**src/rtl/bin2bcd_seq_if.sv**
```systemverilog
// Start/done handshake and result bus for the sequential binary-to-BCD converter.
// The master issues requests; the slave (converter) returns digits and status.
interface bin2bcd_seq_if #(
    parameter int W = 6,
    parameter int D = 2
);
    localparam int PW = (D > 1) ? $clog2(D) : 1;

    logic            start;
    logic [W-1:0]    bin;
    logic            busy;
    logic            done;
    logic [4*D-1:0]  bcd;
    logic [3:0]      msd;
    logic [PW-1:0]   msd_pos;
    logic            ovf;

    modport master (
        output start, bin,
        input  busy, done, bcd, msd, msd_pos, ovf
    );

    modport slave (
        input  start, bin,
        output busy, done, bcd, msd, msd_pos, ovf
    );
endinterface

```
**src/rtl/bin2bcd_seq.sv**
```systemverilog
// Sequential double-dabble binary-to-BCD converter, one input bit per clock.
// Also reports the most significant non-zero digit, its index and truncation.
module bin2bcd_seq #(
    parameter int W = 6,
    parameter int D = 2
) (
    input  logic           clk,
    input  logic           rst_b,
    bin2bcd_seq_if.slave   bus
);
    localparam int PW = (D > 1) ? $clog2(D) : 1;
    localparam int CW = $clog2(W + 1);

    typedef enum logic {IDLE, CONV} state_t;

    state_t          state_q;
    logic [4*D-1:0]  bcd_work_q;
    logic [W-1:0]    bin_work_q;
    logic [CW-1:0]   cnt_q;
    logic            ovf_work_q;
    logic            busy_q;
    logic            done_q;
    logic [4*D-1:0]  bcd_q;
    logic [3:0]      msd_q;
    logic [PW-1:0]   pos_q;
    logic            ovf_q;

    logic [4*D-1:0]  adj_d;
    logic [4*D-1:0]  bcd_shift_d;
    logic [W-1:0]    bin_shift_d;
    logic            ovf_shift_d;
    logic [3:0]      msd_d;
    logic [PW-1:0]   pos_d;

    // One double-dabble step: add 3 to digits >= 5, then shift the whole word left.
    always_comb begin
        // NOTE: every combinational output gets a default first so no path leaves it unassigned (no latch).
        adj_d = bcd_work_q;
        for (int k = 0; k < D; k++) begin
            if (bcd_work_q[4*k +: 4] >= 4'd5)
                adj_d[4*k +: 4] = bcd_work_q[4*k +: 4] + 4'd3;
        end
        {bcd_shift_d, bin_shift_d} = {adj_d[4*D-2:0], bin_work_q, 1'b0};
        ovf_shift_d = ovf_work_q | adj_d[4*D-1];

        // Ascending scan: the last non-zero digit seen is the most significant one.
        msd_d = 4'd0;
        pos_d = '0;
        for (int k = 0; k < D; k++) begin
            if (bcd_shift_d[4*k +: 4] != 4'd0) begin
                msd_d = bcd_shift_d[4*k +: 4];
                pos_d = PW'(k);
            end
        end
    end

    always_ff @(posedge clk) begin
        // NOTE: state updates use non-blocking assignments so every register sees pre-edge values.
        if (!rst_b) begin
            state_q    <= IDLE;
            bcd_work_q <= '0;
            bin_work_q <= '0;
            cnt_q      <= '0;
            ovf_work_q <= 1'b0;
            busy_q     <= 1'b0;
            done_q     <= 1'b0;
            bcd_q      <= '0;
            msd_q      <= 4'd0;
            pos_q      <= '0;
            ovf_q      <= 1'b0;
        end else begin
            done_q <= 1'b0;
            case (state_q)
                IDLE: begin
                    if (bus.start) begin
                        bcd_work_q <= '0;
                        bin_work_q <= bus.bin;
                        cnt_q      <= CW'(W);
                        ovf_work_q <= 1'b0;
                        busy_q     <= 1'b1;
                        state_q    <= CONV;
                    end
                end
                CONV: begin
                    bcd_work_q <= bcd_shift_d;
                    bin_work_q <= bin_shift_d;
                    ovf_work_q <= ovf_shift_d;
                    cnt_q      <= cnt_q - CW'(1);
                    if (cnt_q == CW'(1)) begin
                        bcd_q   <= bcd_shift_d;
                        ovf_q   <= ovf_shift_d;
                        msd_q   <= msd_d;
                        pos_q   <= pos_d;
                        done_q  <= 1'b1;
                        busy_q  <= 1'b0;
                        state_q <= IDLE;
                    end
                end
                default: state_q <= IDLE;
            endcase
        end
    end

    assign bus.busy    = busy_q;
    assign bus.done    = done_q;
    assign bus.bcd     = bcd_q;
    assign bus.msd     = msd_q;
    assign bus.msd_pos = pos_q;
    assign bus.ovf     = ovf_q;
endmodule

```
**src/flat_wrapper.sv**
```systemverilog
// flat-port wrapper written by rule: the top's interface ports become plain ports
module bin2bcd_seq_flat 
#(
    parameter int W = 6,
    parameter int D = 2
)
  (clk, rst_b, bus_start, bus_bin, bus_busy, bus_done, bus_bcd, bus_msd, bus_msd_pos, bus_ovf);
  bin2bcd_seq_if #(.W(W), .D(D)) bus_i ();
  input  logic clk;
  input  logic rst_b;
  input wire logic [$bits(bus_i.start)-1:0] bus_start;
  input wire logic [$bits(bus_i.bin)-1:0] bus_bin;
  output wire logic [$bits(bus_i.busy)-1:0] bus_busy;
  output wire logic [$bits(bus_i.done)-1:0] bus_done;
  output wire logic [$bits(bus_i.bcd)-1:0] bus_bcd;
  output wire logic [$bits(bus_i.msd)-1:0] bus_msd;
  output wire logic [$bits(bus_i.msd_pos)-1:0] bus_msd_pos;
  output wire logic [$bits(bus_i.ovf)-1:0] bus_ovf;
  assign bus_i.start = bus_start;
  assign bus_i.bin = bus_bin;
  assign bus_busy = bus_i.busy;
  assign bus_done = bus_i.done;
  assign bus_bcd = bus_i.bcd;
  assign bus_msd = bus_i.msd;
  assign bus_msd_pos = bus_i.msd_pos;
  assign bus_ovf = bus_i.ovf;
  bin2bcd_seq #(.W(W), .D(D)) u_core (.clk(clk), .rst_b(rst_b), .bus(bus_i));
endmodule
```
**config.mk**
```make
export PLATFORM = sky130hd
export DESIGN_NAME = bin2bcd_seq_flat
export DESIGN_NICKNAME = d
export VERILOG_FILES = /design/src/rtl/bin2bcd_seq_if.sv /design/src/rtl/bin2bcd_seq.sv /design/src/flat_wrapper.sv
export SDC_FILE = /design/constraint.sdc
export NUM_CORES = 1
export LEC_CHECK = 0
export CAP_MARGIN = 20
export CORE_UTILIZATION = 53
export CTS_CLUSTER_DIAMETER = 60
export DETAILED_ROUTE_END_ITERATION = 7
export PLACE_DENSITY = 0.84
export SYNTH_ARGS = -nofsm -noshare
export SYNTH_HDL_FRONTEND = slang
export SYNTH_SLANG_ARGS = --single-unit
export TNS_END_PERCENT = 50
```
**constraint.sdc**
```tcl
create_clock -name clk -period 2.1 [get_ports clk]
set_input_delay 0.42 -clock clk [delete_from_list [all_inputs] [get_ports clk]]
set_output_delay 0.42 -clock clk [all_outputs]
set_load 0.02 [all_outputs]
```
==> impl_metrics.ini, run 1 <==
[critical_path]
critPathSlowestCell = dfxtp_1
r2r_cells = 6
arrival_ns = 2.05
critical_path_class = reg -> reg
r2r-start = u_core.bcd_work_q[0]$_SDFFE_PN0P_
cp_max_fo = 6
critical_path.startpoint = u_core.bcd_work_q[0]$_SDFFE_PN0P_
regToRegSetupSlack_ns = 0.32
cp-end-kind = flop
regToRegEndpoint = u_core.bus.bcd[4]$_SDFFE_PN0P_
crit_family = simple AND/OR/NAND/NOR gates
slowest_delay_ns = 0.44
crit_chain = inv_1 > ha_1 > and2b_1 > or3_4 > and2_4 > a211oi_2
worst-path-buf-inv = 1
startpoint_type = flop
crit_required_ns = 2.37

[sta]
timing.fmax_ghz = 0.562
setup_tns_ns = 0
setup_violations = 0
relSlewSlack = 0.545
hold_viol = 0
tightest_slew_ns = 0.681
min_period_ns = 1.78
final.period_utilization = 0.848
rsz0062_at_grt = no
skew_ns = 0.00854
finalMaxSlewViolations = 0

[routing]
drc = 0
drt_wl_total_um = 3540
postRouteAntennaNets = 0
vias_per_cell = 5.49
wl_per_cell_um = 12.8
first_pass_iters = 4
drtIter0Drc = 50
vias = 1522

[logic_synthesis]
syn_nets = 224
synth_area_um2 = 1720
synth-main-ff-cell = dfxtp_1
synth_cell_type_count = 37
synth_edf_count = 0
yosys_warnings = 0
ys_ff_latch = 35
ys_seq_area_frac = 0.407
synthArstFlopShare = 0
synthCells = 209
syn_area_per_cell_um2 = 8.23

[global_routing]
grtUsageTotal = 0.235
grt_overflow = 0
grt_pass1_vias = 1345
grt_pass1_wl_um = 5980
antenna_found_initial = 0
grt_max_degree = 22

[layout]
synthToLayoutAreaGrowth_pct = 19.6
final_cell_area_um2 = 2060
fin_util = 0.669
nets = 247
layout-drive-gt1-share = 0.0901
antennaDiodeCount = 0

[clock_tree]
cts_tree = done
cts_resized = 0
clock_sinks = 35
cts_made_buffers = 5
clk_latency_ns = 0.35
cts_setup_buffers = 0
htreeDepth = 2
cts_buffer_depth = 2
cts.clk_slew.worst_paths_ns = 0.11
cts_hold_buf = 0
cts_root_buf = clkbuf_4

[floorplan]
boundaryPins = 25
coreArea_um2 = 3080
dieHeight_um = 59.0
start_util = 0.559
die_width_um = 59.0
rows = 20
die-area_um2 = 3480

[pwr]
leakagePower_nw = 0.736
ir_drop_mv = 0.368
powerDensity_nw_per_um2 = 605

[run]
cap_viol_max_count = 0

[placed_design]
port_buffers = 24
place_area_um2 = 1990
gp_congestion = 0.863
hpwl_um = 2520

[hold_path]
hold_depth = 2
hp-start = u_core.bus.bcd[1]$_SDFFE_PN0P_
min_to = u_core.bus.bcd[1]$_SDFFE_PN0P_
hold_path_class = reg -> reg

[status]
status = finished clean
registers in the layout, indices dropped and copies added (netlist names):
signal,flops
u_core.cnt_q,3
u_core.state_q,1
u_core.bin_work_q,6
u_core.bus.msd,4
u_core.bus.busy,1
u_core.bus.done,1
u_core.bcd_work_q,8
u_core.ovf_work_q,1
u_core.bus.msd_pos,1
u_core.bus.bcd,8
u_core.bus.ovf,1
synth_stat cells, drive strengths merged (5+ instances only):
| master | n | area [um2] |
|---|---|---|
| dfxtp | 35 | 701 |
| nand2 | 22 | 85.1 |
| a21oi | 21 | 105 |
| nor2 | 19 | 71.3 |
| o21ai | 16 | 83.8 |
| inv | 11 | 41.3 |
| a211oi | 8 | 65.1 |
| buf | 8 | 48.8 |
| nor3 | 8 | 40.0 |
| mux2i | 7 | 70.1 |
| or3 | 7 | 48.8 |
| and2 | 6 | 40.0 |
| clkbuf | 6 | 22.5 |
| ha | 6 | 75.1 |
| nand3 | 5 | 25.0 |
cell usage in the layout (no fill, tap or decap), drive strengths merged, types with 3 or more instances in the layout:
master	synthesis	final
clkbuf	6	8
o21ai	16	16
nand3	5	5
nor3	8	8
dfxtp	35	35
o32ai	4	4
a211oi	8	8
clkdlybuf4s50	0	24
nor2	19	19
nand2b	3	3
a21oi	21	21
ha	6	6
nand2	22	22
buf	8	6
or3	7	7
inv	11	11
mux2i	7	7
and2	6	6
report_power, final:
part	switching (W)	leakage, nW	internal [W]
combinational	0.0000676	0.413	0.0000564
sequential	0.0000166	0.284	0.000683
clock	0.000224	0.0386	0.000197
worst register-to-register path: stages, from the launching register on:
cell and delay, ns:
dfxtp_1 0.44, inv_1 0.09, ha_1 0.27, and2b_1 0.20, or3_4 0.35, and2_4 0.16, a211oi_2 0.20
worst max-delay path by stage:
stage | endpoint | slack, ns | depth (start not counted)
after floorplan | u_core.bus.bcd[4]$_SDFFE_PN0P_ | 0.47 | 6
after global placement | u_core.cnt_q[1]$_SDFFE_PN0P_ | 0.27 | 3
after detailed placement | u_core.cnt_q[1]$_SDFFE_PN0P_ | 0.23 | 3
after CTS | u_core.bus.bcd[4]$_SDFFE_PN0P_ | 0.30 | 6
after global routing | u_core.bus.msd[3]$_SDFFE_PN0P_ | 0.13 | 6
final | u_core.bus.bcd[4]$_SDFFE_PN0P_ | 0.32 | 6
logic make-up (layout without fill, tap and decap cells):
family / Yosys count / count (layout) / share of synthesized area
AND/OR/NAND/NOR: 78 / 78 / 0.230
buffers and inverters: 25 / 49 / 0.0655
multiplexers: 7 / 7 / 0.0407
AO/OA/AOI/OAI: 58 / 58 / 0.213
flip-flops: 35 / 35 / 0.407
adder cells (fa/ha/maj): 6 / 6 / 0.0436
layout make-up:
cell class,instances,area (um2)
well taps,44,55.1
clock buffers,8,68.8
flip-flops and latches,35,701
fillers,272,1020
multi-input cells,149,907
repair buffers,30,285
inverters,11,41.3
metrics by stage:
step	total power (W)	setup slack, ns	instances	hold slack, ns
final	0.00125	0.319	277	0.461
after global routing	0.00130	0.131	277	0.482
after global placement	0.000836	0.268	269	0.448
after detailed placement	0.000840	0.231	269	0.449
after floorplan	0.000792	0.469	209	0.453
after CTS	0.00126	0.296	277	0.464
per-layer routing:
metal  part of all wire  GRT usage
met2               0.47      0.385
met5                  0          0
met3              0.048     0.0786
met4              0.019     0.0918
met1               0.46      0.286
Power figures use the tool's default switching activity.
==> inputs of run 2 (changes only) <==
--- a/config.mk
+++ b/config.mk
@@ -6,10 +6,10 @@
 export NUM_CORES = 1
 export LEC_CHECK = 0
 export CAP_MARGIN = 20
-export CORE_UTILIZATION = 53
+export CORE_UTILIZATION = 48
 export CTS_CLUSTER_DIAMETER = 60
 export DETAILED_ROUTE_END_ITERATION = 7
-export PLACE_DENSITY = 0.84
+export PLACE_DENSITY = 0.81
 export SYNTH_ARGS = -nofsm -noshare
 export SYNTH_HDL_FRONTEND = slang
 export SYNTH_SLANG_ARGS = --single-unit
==> constraint.sdc (replaced) <==
create_clock -name clk -period 1.63 [get_ports clk]
set_input_delay 0.326 -clock clk [delete_from_list [all_inputs] [get_ports clk]]
set_output_delay 0.326 -clock clk [all_outputs]
set_load 0.02 [all_outputs]
==> run 2 against run 1 <==
Net effect:
- sequential power rose by 28%
- via count rose by 3.0%
- first-iteration DRC count rose by 46%
- register-to-register slack got worse by 0.28 ns
- total power rose by 29%
- die area rose by 10%
- final cell count rose by 6.1%
- cell area rose by 8.6%
- combinational power rose by 42%
- count of clock-buffer cells in the layout did not move
- worst setup slack got worse by 0.28 ns
- critical path type unchanged
- largest power group unchanged
- highest routed layer unchanged
==> impl_metrics.ini, run 2 (synthesized netlist as in run 1, its figures left out) <==
[critical_path]
crit_family = simple AND/OR/NAND/NOR gates
cp_max_fo = 6
crit_chain = inv_1 > ha_2 > and2b_1 > or3_4 > and2_4 > a211oi_2
critPathSlowestCell = dfxtp_4
slowest_delay_ns = 0.39
arrival_ns = 1.84
worst-path-buf-inv = 1
crit_required_ns = 1.88
startpoint_type = flop
critical_path_class = reg -> reg
cp-end-kind = flop

[layout]
nFillCells = 273
mostFrequentLayoutCells = dfxtp_1 (33), nand2_1 (21), buf_4 (21)
synthToLayoutAreaGrowth_pct = 30.0
final_common_cell = dfxtp_1
final_cell_area_um2 = 2240
layout-drive-gt1-share = 0.177
fin_util = 0.660
instances_no_fill = 294
antennaDiodeCount = 0
nets = 262

[routing]
vias_per_cell = 5.33
first_pass_iters = 5
drtIter0Drc = 73
wl_per_cell_um = 13.0
vias = 1567
postRouteAntennaNets = 0
drc = 0
drt_wl_total_um = 3830

[sta]
rsz0062_at_grt = no
final.period_utilization = 0.974
setup_violations = 0
relSlewSlack = 0.714
finalMaxSlewViolations = 0
min_period_ns = 1.59
holdWs_ns = 0.456
tightest_slew_ns = 0.429
timing.fmax_ghz = 0.630
hold_viol = 0
skew_ns = 0.0116

[hold_path]
hold_path_class = reg -> reg

[placed_design]
port_buffers = 24
gp_congestion = 0.887
place_area_um2 = 2100
hpwl_um = 2750
placedCellCount = 285

[global_routing]
grt_pass1_vias = 1411
grtUsageTotal = 0.221
antenna_found_initial = 0
grt_pass1_wl_um = 6110
grt_overflow = 0
grt_max_degree = 21

[clock_tree]
cts_hold_buf = 0
clk_latency_ns = 0.34
cts_buffer_depth = 2
htreeDepth = 2
cts_tree = done
cts_root_buf = clkbuf_4
clock_sinks = 35
cts.clk_slew.worst_paths_ns = 0.11
cts_made_buffers = 5

[status]
status = finished clean

[floorplan]
die-area_um2 = 3830
die_width_um = 61.9
rows = 21
start_util = 0.508
coreArea_um2 = 3390
boundaryPins = 25
dieHeight_um = 61.9

[pwr]
powerDensity_nw_per_um2 = 716
clkPwrFrac = 0.330
switching_share = 0.242
pwr-share-seq = 0.560
ir_drop_mv = 0.555
p_comb_frac = 0.110
leakagePower_nw = 1.09
p_int_w = 0.00121
switchingPower_w = 0.000387

[run]
cap_viol_max_count = 0
## run 2: changes by cell type in the layout (fill, tap and decap cells not counted), sizes merged
| cell | change |
|---|---|
| dlymetal6s2s | +15 |
| clkdlybuf4s50 | -16 |
| buf | +15 |
| dlygate4sd2 | +1 |
## run 2: tightest hold or removal path, stage by stage, from the launching register on
cell and delay [ns]:
dfxtp_1 0.32, nand2_1 0.05, a21oi_1 0.05
## run 2: per-stage QoR
| step | setup slack, ns | total power (W) | TNS [ns] |
|---|---|---|---|
| after detailed placement | -0.0149 | 0.00109 | -0.0149 |
| after floorplan | 0.0584 | 0.00102 | 0 |
| after global routing | 0.000168 | 0.00168 | 0 |
| after CTS | 0.00386 | 0.00161 | 0 |
| final | 0.0427 | 0.00160 | 0 |
| after global placement | 0.0499 | 0.00109 | 0 |
## run 2: power groups by stage
stage	sequential, W	clock, W	combinational (W)
global route	0.000901	0.000583	0.000199
detailed placement	0.000918	0	0.000175
CTS	0.000897	0.000537	0.000177
finish	0.000897	0.000528	0.000176
floorplan	0.000921	0	0.000100
global placement	0.000917	0	0.000171
## run 2: final timing paths
check,startpoint,end,slack [ns],depth (start not counted)
worst max-delay path,u_core.bcd_work_q[0]$_SDFFE_PN0P_,u_core.bus.bcd[4]$_SDFFE_PN0P_,0.04,6
worst min-delay path,u_core.bus.bcd[6]$_SDFFE_PN0P_,u_core.bus.bcd[6]$_SDFFE_PN0P_,0.46,2
worst max register to register,u_core.bcd_work_q[0]$_SDFFE_PN0P_,u_core.bus.bcd[4]$_SDFFE_PN0P_,0.04,6
worst min register to register,u_core.bus.bcd[6]$_SDFFE_PN0P_,u_core.bus.bcd[6]$_SDFFE_PN0P_,0.46,2
## run 2: cell type report
cell class	count	area [um2]	area share
repair buffers	45	434	0.194
multi-input cells	149	928	0.415
well taps	46	57.6	0.0257
inverters	11	41.3	0.0185
flip-flops and latches	35	706	0.316
clock buffers	8	68.8	0.0308
## run 2: layer usage
layer  global-route usage  vias to the layer above  share of wire
met3               0.0497                       10          0.038
met5                    0                        -              0
li1                     -                      805              -
met2                0.353                       38           0.47
met4               0.0984                        0          0.016
met1                0.286                      714           0.47
## run 2: repair_timing
| action | 4_1_cts | 5_1_grt |
|---|---|---|
| resized for setup | 4 | 21 |
| buffers inserted | 0 | 1 |
| gates cloned | 0 | 0 |
| endpoints found under the setup margin | 3 | 25 |
| pin swaps | 0 | 2 |
